### src/rtl/uart_tx_arbiter_if.sv
// Requester-side bundle of the shared UART transmitter: requests, words in,
// grant/status and the serial line out.
interface uart_tx_arbiter_if #(
  parameter int NUM_REQ    = 2,
  parameter int DATA_WIDTH = 32
);
  logic [NUM_REQ-1:0]            req;
  logic [NUM_REQ*DATA_WIDTH-1:0] data_in;
  logic [NUM_REQ-1:0]            grant;
  logic                          busy;
  logic                          done;
  logic                          tx;

  modport master (
    output req, data_in,
    input  grant, busy, done, tx
  );

  modport slave (
    input  req, data_in,
    output grant, busy, done, tx
  );
endinterface

### src/rtl/uart_tx_arbiter.sv
// Round-robin arbiter that latches one requester's word and serialises it as
// DATA_WIDTH/8 low-byte-first 8N1 UART frames at 16 clken ticks per bit.
module uart_tx_arbiter #(
  parameter int DATA_WIDTH = 32,
  parameter int NUM_REQ    = 2
) (
  input  logic              clk,
  input  logic              rstn,
  input  logic              clken,
  uart_tx_arbiter_if.slave  bus
);

  localparam int              NB         = DATA_WIDTH / 8;
  localparam int              IDX_W      = (NUM_REQ > 1) ? $clog2(NUM_REQ) : 1;
  localparam logic [IDX_W-1:0] LAST_RESET = IDX_W'(NUM_REQ - 1);
  localparam logic [1:0]      LAST_BYTE  = 2'(NB - 1);

  typedef enum logic [1:0] {
    IDLE,
    START,
    DATA,
    STOP
  } state_t;

  state_t                 state_q, state_d;
  logic [3:0]             sample_q, sample_d;
  logic [2:0]             bit_pos_q, bit_pos_d;
  logic [1:0]             byte_idx_q, byte_idx_d;
  logic [7:0]             shift_q, shift_d;
  logic [DATA_WIDTH-1:0]  word_q, word_d;
  logic [IDX_W-1:0]       last_q, last_d;
  logic [NUM_REQ-1:0]     grant_q, grant_d;
  logic                   busy_q, busy_d;
  logic                   done_q, done_d;
  logic                   tx_q, tx_d;

  logic                   any_req;
  logic [IDX_W-1:0]       winner;
  logic                   tick_end;
  logic [7:0]             cur_byte;

  function automatic logic [IDX_W-1:0] rr_index(input logic [IDX_W-1:0] base, input int k);
    return IDX_W'((int'(base) + k) % NUM_REQ);
  endfunction

  // Scan from the farthest candidate back to last+1 so the nearest requester
  // after the previous winner is the one left standing.
  always_comb begin
    any_req = 1'b0;
    winner  = last_q;
    for (int k = NUM_REQ; k >= 1; k--) begin
      if (bus.req[rr_index(last_q, k)]) begin
        any_req = 1'b1;
        winner  = rr_index(last_q, k);
      end
    end
  end

  assign tick_end = clken && (sample_q == 4'd15);
  assign cur_byte = word_q[8*byte_idx_q +: 8];

  // NOTE: every variable gets its hold value before the case statement, so no
  // path through this block can leave one unassigned and infer a latch.
  always_comb begin
    state_d    = state_q;
    sample_d   = sample_q;
    bit_pos_d  = bit_pos_q;
    byte_idx_d = byte_idx_q;
    shift_d    = shift_q;
    word_d     = word_q;
    last_d     = last_q;
    busy_d     = busy_q;
    tx_d       = tx_q;
    grant_d    = '0;
    done_d     = 1'b0;

    if (state_q != IDLE && clken) begin
      sample_d = sample_q + 4'd1;
    end

    unique case (state_q)
      IDLE: begin
        if (any_req) begin
          word_d     = bus.data_in[winner*DATA_WIDTH +: DATA_WIDTH];
          grant_d    = NUM_REQ'(1) << winner;
          last_d     = winner;
          busy_d     = 1'b1;
          byte_idx_d = 2'd0;
          sample_d   = 4'd0;
          tx_d       = 1'b0;
          state_d    = START;
        end
      end
      START: begin
        if (tick_end) begin
          bit_pos_d = 3'd0;
          shift_d   = cur_byte;
          tx_d      = cur_byte[0];
          state_d   = DATA;
        end
      end
      DATA: begin
        if (tick_end) begin
          if (bit_pos_q == 3'd7) begin
            tx_d    = 1'b1;
            state_d = STOP;
          end else begin
            bit_pos_d = bit_pos_q + 3'd1;
            tx_d      = shift_q[bit_pos_q + 3'd1];
          end
        end
      end
      STOP: begin
        if (tick_end) begin
          if (byte_idx_q != LAST_BYTE) begin
            byte_idx_d = byte_idx_q + 2'd1;
            tx_d       = 1'b0;
            state_d    = START;
          end else begin
            busy_d  = 1'b0;
            done_d  = 1'b1;
            state_d = IDLE;
          end
        end
      end
      default: state_d = IDLE;
    endcase
  end

  // NOTE: non-blocking assignments make every register update from the values
  // of the previous cycle, independent of statement order.
  always_ff @(posedge clk) begin
    if (!rstn) begin
      // A reset abandons the word in flight, so the word latch is cleared too.
      state_q    <= IDLE;
      sample_q   <= '0;
      bit_pos_q  <= '0;
      byte_idx_q <= '0;
      shift_q    <= '0;
      word_q     <= '0;
      last_q     <= LAST_RESET;
      grant_q    <= '0;
      busy_q     <= 1'b0;
      done_q     <= 1'b0;
      tx_q       <= 1'b1;
    end else begin
      state_q    <= state_d;
      sample_q   <= sample_d;
      bit_pos_q  <= bit_pos_d;
      byte_idx_q <= byte_idx_d;
      shift_q    <= shift_d;
      word_q     <= word_d;
      last_q     <= last_d;
      grant_q    <= grant_d;
      busy_q     <= busy_d;
      done_q     <= done_d;
      tx_q       <= tx_d;
    end
  end

  assign bus.grant = grant_q;
  assign bus.busy  = busy_q;
  assign bus.done  = done_q;
  assign bus.tx    = tx_q;

endmodule

### src/flat_wrapper.sv
// flat-port wrapper written by rule: the top's interface ports become plain ports
module uart_tx_arbiter_flat 
#(
  parameter int DATA_WIDTH = 32,
  parameter int NUM_REQ    = 2
)
  (clk, rstn, clken, bus_req, bus_data_in, bus_grant, bus_busy, bus_done, bus_tx);
  uart_tx_arbiter_if #(.NUM_REQ(NUM_REQ), .DATA_WIDTH(DATA_WIDTH)) bus_i ();
  input  logic clk;
  input  logic rstn;
  input  logic clken;
  input wire logic [$bits(bus_i.req)-1:0] bus_req;
  input wire logic [$bits(bus_i.data_in)-1:0] bus_data_in;
  output wire logic [$bits(bus_i.grant)-1:0] bus_grant;
  output wire logic [$bits(bus_i.busy)-1:0] bus_busy;
  output wire logic [$bits(bus_i.done)-1:0] bus_done;
  output wire logic [$bits(bus_i.tx)-1:0] bus_tx;
  assign bus_i.req = bus_req;
  assign bus_i.data_in = bus_data_in;
  assign bus_grant = bus_i.grant;
  assign bus_busy = bus_i.busy;
  assign bus_done = bus_i.done;
  assign bus_tx = bus_i.tx;
  uart_tx_arbiter #(.DATA_WIDTH(DATA_WIDTH), .NUM_REQ(NUM_REQ)) u_core (.clk(clk), .rstn(rstn), .clken(clken), .bus(bus_i));
endmodule
### config.mk
export PLATFORM = sky130hd
export DESIGN_NAME = uart_tx_arbiter_flat
export DESIGN_NICKNAME = d
export VERILOG_FILES = /design/src/rtl/uart_tx_arbiter_if.sv /design/src/rtl/uart_tx_arbiter.sv /design/src/flat_wrapper.sv
export SDC_FILE = /design/constraint.sdc
export NUM_CORES = 1
export LEC_CHECK = 0
export BUFFER_PORTS_ARGS = -buffer_cell sky130_fd_sc_hd__buf_2
export CAP_MARGIN = 0
export CORE_MARGIN = 1.5
export CORE_UTILIZATION = 50
export CTS_BUF_LIST = sky130_fd_sc_hd__clkbuf_4 sky130_fd_sc_hd__clkbuf_8
export DETAILED_ROUTE_END_ITERATION = 8
export GPL_TIMING_DRIVEN = 0
export HOLD_SLACK_MARGIN = 0.03
export PLACE_DENSITY_LB_ADDON = 0.15
export SETUP_SLACK_MARGIN = 0.02
export SLEW_MARGIN = 20
export SYNTH_ARGS = -nofsm -noshare
export SYNTH_HDL_FRONTEND = slang
export SYNTH_SLANG_ARGS = --single-unit
### constraint.sdc
create_clock -name clk -period 2.7 [get_ports clk]
set_input_delay 0.135 -clock clk [delete_from_list [all_inputs] [get_ports clk]]
set_output_delay 0.135 -clock clk [all_outputs]
set_load 0.005 [all_outputs]
==> impl_metrics.yaml, run 1 <==
synthesis:
  synth-xor-area-share_pct: 1.005
  synth_fa_ha_area_share_pct: 3.828
  synth-seq-cells: 57
  synth-seq-area-share_pct: 43.64
  ys_warn_count: 0
  synth_mux_area_share_pct: 9.282
  netlist_instances: 265
  async_flop_share_pct: 0
  synth_flop_cell: "dfxtp_1"
  syn-num-nets: 342
  ys_top_cells_by_area: "dfxtp_1, a222oi_1, mux4_2, inv_1, nand2_1"
  synth_edf_count: 0
  synth_top_family_by_area: "compound AO/OA/AOI/OAI gates"
  yosys.area_share.simple_pct: 9.809
  netlist.top_cell.by_area: "dfxtp_1"
  synth_common_cells: "dfxtp_1, inv_1, a222oi_1, nand2_1"
  synth-compound-area-share_pct: 22.68
  synth_area_mm2: 0.002615
  yosys.area.top_type_share_pct: 43.64
  avgSynthCellArea_um2: 9.868
  synth_cell_types: 38
  yosysMostFrequentCell: "dfxtp_1"
timing:
  min_period_over_period_pct: 92.55
  fin_ws_ns: 0.2011
  fmax_mhz: 400.2
  fin_setup_tns_ns: 0
  finalClockSkew_ns: 0.01569
  finalSetupViolCount: 0
  tightest_slew_ns: 0.5807
  slew_headroom_pct: 61.29
  period_needed_ns: 2.499
  rsz0062_at_grt: "false"
  slew_violations: 0
  hold_slack_ns: 0.01365
  hold_violations: 0
placed_design:
  io_buffers: 73
  place_congestion: 0.8009
  dpl.hpwl_um: 4502
  place_worst_setup_slack_ns: 0.8088
setup_path:
  crit_chain: "inv_1 > ha_2 > o21ai_1 > and2_1 > buf_2 > buf_6 > a222oi_1 > dlygate4sd3_1 > inv_1"
  timing.rr.start: "u_core.state_q[0]$_SDFFE_PN0P_"
  cp.depth: 9
  end_kind: "flip-flop"
  cp_slowest_cell: "dlygate4sd3_1"
  slowest_delay_ns: 0.65
  critPathMaxFanout: 10
  critPathKind: "flip-flop to flip-flop"
  cp_top_family: "buffers and inverters"
  rrSetupSlack_ns: 0.20
  arrival_ns: 2.74
  rr_worst_depth: 9
  startpoint_type: "flip-flop"
  critPathRequiredTime_ns: 2.94
  cpMostUsedCell: "inv_1"
  critPathBufInv: 5
  r2r-end: "u_core.word_q[22]$_SDFFE_PN0P_"
cells_and_area:
  area_delta_synth_final_pct: 42.06
  nNetsFinal: 467
  final_layout_size_suffix_gt1_share_pct: 28.86
  antenna_cells: 0
floorplanning:
  io_pins: 74
  rows: 26
  die_x_um: 75.32
  initial_core_util_pct: 51.53
  die_h_um: 75.32
  die-area_mm2: 0.005673
  core_area_mm2: 0.005075
power_and_ir_drop:
  max-vdd-ir-drop_mv: 0.5167
  cellLeakagePower_nw: 1.716
  powerDensity_mw_per_mm2: 762.3
clocking:
  clockRootBuffer: "clkbuf_8"
  h-tree-depth: 3
  clkTransAtPathRegs_ns: 0.07
  numCtsBuffers: 9
  cts_tree: "done"
  cts_sinks: 57
  clock_latency_ns: 0.34
  cts_buffer_depth: 2
detailed_routing:
  route.detailed.drc: 0
  vias_per_cell: 5.617
  first_pass_iters: 7
  dr_total_vias: 2612
  routedWlPerCell_um: 16.62
  wl_um: 7726
  ant_nets: 0
  first_iter_violations: 259
worst_hold_path:
  whs_path_depth: 3
  hold_start: "bus_data_in[28]"
  min_path_type: "primary input to flip-flop"
  hold_path_end: "u_core.word_q[28]$_SDFFE_PN0P_"
grt:
  grt-ovfl-total: 0
  grt_pass1_vias: 2546
  grt_pass1_wl_um: 11960
  grt_max_degree: 11
  grt_usage_pct: 28.56
  antenna_found_initial: 0
flow_run:
  cap_violations: 0
outcome:
  outcome: "completed"
==> tightest hold or removal path, cell delays in order <==
cell      delay [ns]
buf_2           0.07
a222oi_1        0.07
inv_1           0.05
==> stage by stage <==
stage	instance area, um^2	util (%)	std cells	total power [W]
floorplan	2615	-	265	0.001548
global placement	3068	60.45	408	0.001736
detailed placement	3068	60.45	408	0.001747
CTS	3712	73.15	465	0.002793
global route	3715	73.20	465	0.002961
finish	3715	73.20	465	0.002832
==> power by group <==
group	total [W]	leakage [nW]	internal, W	switching (W)
Sequential	0.00114	0.467	0.00102	0.000116
Clock	0.000939	0.121	0.000602	0.000337
Combinational	0.000757	1.13	0.000403	0.000354
Total	0.00283	1.72	0.00203	0.000807
==> cell type report <==
type,instances,area (um^2)
plain buffers,18,101.3
flip-flops and latches,57,1141
fillers,356,1360
inverters,41,153.9
clock buffers,14,173.9
clock inverters,2,60.06
repair buffers,114,775.7
multi-input cells,149,1221
well taps,70,87.58
==> flip-flops by register name, indices dropped and copies added, names as in the netlist <==
register and count:
u_core.sample_q 4, u_core.byte_idx_q 2, u_core.bus.done 1, u_core.state_q 2, u_core.bus.busy 1, u_core.last_q 1
u_core.bit_pos_q 3, u_core.bus.tx 1, u_core.shift_q 8, u_core.bus.grant 2, u_core.word_q 32
==> logic make-up after synthesis <==
kind of cell,after synthesis
buf+inv,59
fa+ha+maj,8
flops,57
simple gates,55
mux,13
compound gates,70
xor+xnor,3
==> cell usage in the layout (no fill, tap or decap), types with 3 or more instances in the layout <==
cell type and instances:
buf_2 82, dfxtp_1 57, inv_1 41, dlygate4sd3_1 41
a222oi_1 32, nand2_1 30, clkbuf_8 11, mux4_2 9
a21boi_1 9, ha_1 7, a21oi_1 6, nor2_1 6
clkbuf_1 5, nand4_1 5, nand3_1 4, a21boi_0 4
mux2i_1 4, o21ai_1 3, buf_6 3, nor2b_1 3
o21ai_0 3, clkbuf_4 3
==> how the worst max path moves through the flow <==
stage,to,from,slack (ns)
after floorplan,u_core.bus.tx$_SDFFE_PN1P_,u_core.bit_pos_q[0]$_SDFFE_PN0P_,0.92
after global placement,u_core.bus.tx$_SDFFE_PN1P_,u_core.bit_pos_q[0]$_SDFFE_PN0P_,0.80
after detailed placement,u_core.bus.tx$_SDFFE_PN1P_,u_core.bit_pos_q[0]$_SDFFE_PN0P_,0.81
after CTS,u_core.word_q[24]$_SDFFE_PN0P_,u_core.state_q[0]$_SDFFE_PN0P_,0.28
after global routing,u_core.word_q[22]$_SDFFE_PN0P_,u_core.state_q[0]$_SDFFE_PN0P_,0.09
final,u_core.word_q[22]$_SDFFE_PN0P_,u_core.state_q[0]$_SDFFE_PN0P_,0.20
==> per-layer routing <==
metal | part of all wire [%] | up-vias | track usage (%) | routed length [um]
met3 | 7.7 | 17 | 7.143 | 594
met1 | 39 | 1232 | 33.67 | 3002
li1 | - | 1233 | - | -
met5 | 0 | - | 0 | 0
met4 | 1.9 | 0 | 7.738 | 143
met2 | 52 | 130 | 51.66 | 3986
==> what timing repair did <==
item	in CTS	in global routing
hold buffers	41	0
hold endpoints to repair	24	0
endpoints found under the setup margin	0	1
gates resized for setup	0	1
setup buffers	0	0
No activity file was read; power rests on OpenSTA's default activity.
==> run 2, diff against run 1 <==
Settings changed: BUFFER_PORTS_ARGS -buffer_cell sky130_fd_sc_hd__buf_2 to default, DONT_BUFFER_PORTS from default to 1, PLACE_DENSITY_LB_ADDON 0.15 to 0.25.
==> run 2 against run 1 <==
Sequential cell count stayed put. Combinational power is 7.1% higher. Clock power down 14%. Fmax down 4.8%. Global-route usage is 3.2 points higher. Worst hold slack better by 0.13 ns. Critical path depth did not move. Clock skew is 0.0044 ns lower. First-iteration DRC count increased by 17%. Via count is 1.6% lower. Sequential share of layout area rose by 1.5 points. Highest routed layer unchanged.
==> impl_metrics.yaml, run 2 (synthesis gave the netlist of run 1 again) <==
timing:
  fmax_mhz: 381.0
  finalSetupViolCount: 0
  slew_headroom_pct: 61.23
  rsz0062_at_grt: "false"
  finalClockSkew_ns: 0.01132
  hold_slack_ns: 0.1405
  fin_setup_tns_ns: 0
  tightest_slew_ns: 0.5816
  min_period_over_period_pct: 97.20
  slew_violations: 0
  hold_violations: 0
  period_needed_ns: 2.624
floorplanning:
  io_pins: 74
  die_x_um: 75.32
  die_h_um: 75.32
  die-area_mm2: 0.005673
  rows: 26
  core_area_mm2: 0.005075
  initial_core_util_pct: 51.53
setup_path:
  arrival_ns: 2.86
  critPathRequiredTime_ns: 2.93
  critPathKind: "flip-flop to flip-flop"
  r2r-end: "u_core.word_q[8]$_SDFFE_PN0P_"
  rr_worst_depth: 9
  critPathMaxFanout: 10
  startpoint_type: "flip-flop"
  end_kind: "flip-flop"
  timing.rr.start: "u_core.state_q[0]$_SDFFE_PN0P_"
  rrSetupSlack_ns: 0.08
cells_and_area:
  biggestRegsByFlops: "u_core.word_q: 32 flops, u_core.shift_q: 8 flops, u_core.sample_q: 4 flops"
  nNetsFinal: 417
  post-route-util_pct: 69.87
  regMostFlops: "u_core.word_q"
  mostFrequentLayoutCells: "dlygate4sd3_1, dfxtp_1, inv_1"
  final_layout_size_suffix_gt1_share_pct: 11.88
  antenna_cells: 0
  finalInstanceArea_mm2: 0.003546
  area_delta_synth_final_pct: 35.60
  final_common_cell: "dlygate4sd3_1"
  largest_reg_flops: 32
power_and_ir_drop:
  cellLeakagePower_nw: 1.469
  powerDensity_mw_per_mm2: 787.0
  max-vdd-ir-drop_mv: 0.6150
outcome:
  outcome: "completed"
detailed_routing:
  route.detailed.drc: 0
  vias_per_cell: 6.195
  first_iter_violations: 302
  routedWlPerCell_um: 20.45
  first_pass_iters: 8
  dr_total_vias: 2571
  wl_um: 8487
  ant_nets: 0
placed_design:
  dpl.hpwl_um: 4330
  place_congestion: 0.7656
  placed_area_mm2: 0.002703
  io_buffers: 0
grt:
  grt_usage_pct: 31.78
  grt_pass1_vias: 2642
  antenna_found_initial: 0
  grt_pass1_wl_um: 13040
  grt-ovfl-total: 0
  grt_max_degree: 11
worst_hold_path:
  hold_path_end: "u_core.sample_q[0]$_SDFF_PN0_"
  min_path_type: "primary input to flip-flop"
  whs_path_depth: 3
  hold_start: "bus_req[0]"
clocking:
  clkTransAtPathRegs_ns: 0.07
  cts_setup_buffers: 0
  clockRootBuffer: "clkbuf_8"
  cts_sinks: 57
  clock_latency_ns: 0.34
  cts_buffer_depth: 2
  h-tree-depth: 3
  cts_tree: "done"
  numCtsBuffers: 9
flow_run:
  cap_violations: 0
-- run 2: timing repair --
item | CTS | global route
endpoints found under the setup margin | 0 | 12
endpoints found under the hold margin | 32 | 0
hold buffers | 64 | 0
gates resized for setup | 0 | 1
-- run 2: layout make-up --
type / count / area (um^2)
Buffer: 18 / 101.3
Clock buffer: 11 / 145.1
Clock inverter: 5 / 55.05
Fill cell: 356 / 1529
Inverter: 41 / 153.9
Multi-Input combinational cell: 149 / 1221
Sequential cell: 57 / 1141
Tap cell: 70 / 87.58
Timing Repair Buffer: 64 / 640.6
-- run 2: worst max-delay path: stages, from the launching register on --
cell and delay, ns:
dfxtp_1 0.36, inv_1 0.11, ha_2 0.28, o21ai_1 0.14
and2_1 0.18, buf_2 0.18, buf_6 0.17, a222oi_1 0.39
dlygate4sd3_1 0.65, inv_1 0.05
-- run 2: layer usage --
metal	share of wire (%)	wire length (um)	vias up	global-route usage [%]
li1	-	-	1129	-
met1	36	3043	1202	36.56
met2	49	4149	198	53.61
met3	10	854	42	8.069
met4	5.2	440	0	18.45
met5	0	0	-	0
-- run 2: worst max path at each step --
stage	to	cells after the start	slack, ns	start
2_1_floorplan	u_core.bus.tx$_SDFFE_PN1P_	5	0.92	u_core.bit_pos_q[0]$_SDFFE_PN0P_
3_3_place_gp	u_core.bus.tx$_SDFFE_PN1P_	5	0.79	u_core.bit_pos_q[0]$_SDFFE_PN0P_
3_5_place_dp	u_core.bus.tx$_SDFFE_PN1P_	5	0.79	u_core.bit_pos_q[0]$_SDFFE_PN0P_
4_1_cts	u_core.word_q[20]$_SDFFE_PN0P_	8	0.26	u_core.state_q[0]$_SDFFE_PN0P_
5_1_grt	u_core.word_q[20]$_SDFFE_PN0P_	9	0.03	u_core.state_q[0]$_SDFFE_PN0P_
6_report	u_core.word_q[8]$_SDFFE_PN0P_	9	0.08	u_core.state_q[0]$_SDFFE_PN0P_
-- run 2: report_power, final --
group | internal [W] | switching [W]
Sequential | 0.00102 | 0.000147
Clock | 0.000458 | 0.000354
Combinational | 0.000435 | 0.000377
-- run 2: through the flow --
stage               cells  setup WS, ns  power [W]
detailed placement    335        0.7857   0.001686
global placement      335        0.7928   0.001672
CTS                   415        0.2606   0.002679
floorplan             265        0.9167   0.001548
finish                415       0.07555   0.002791
global route          415       0.02938   0.002891
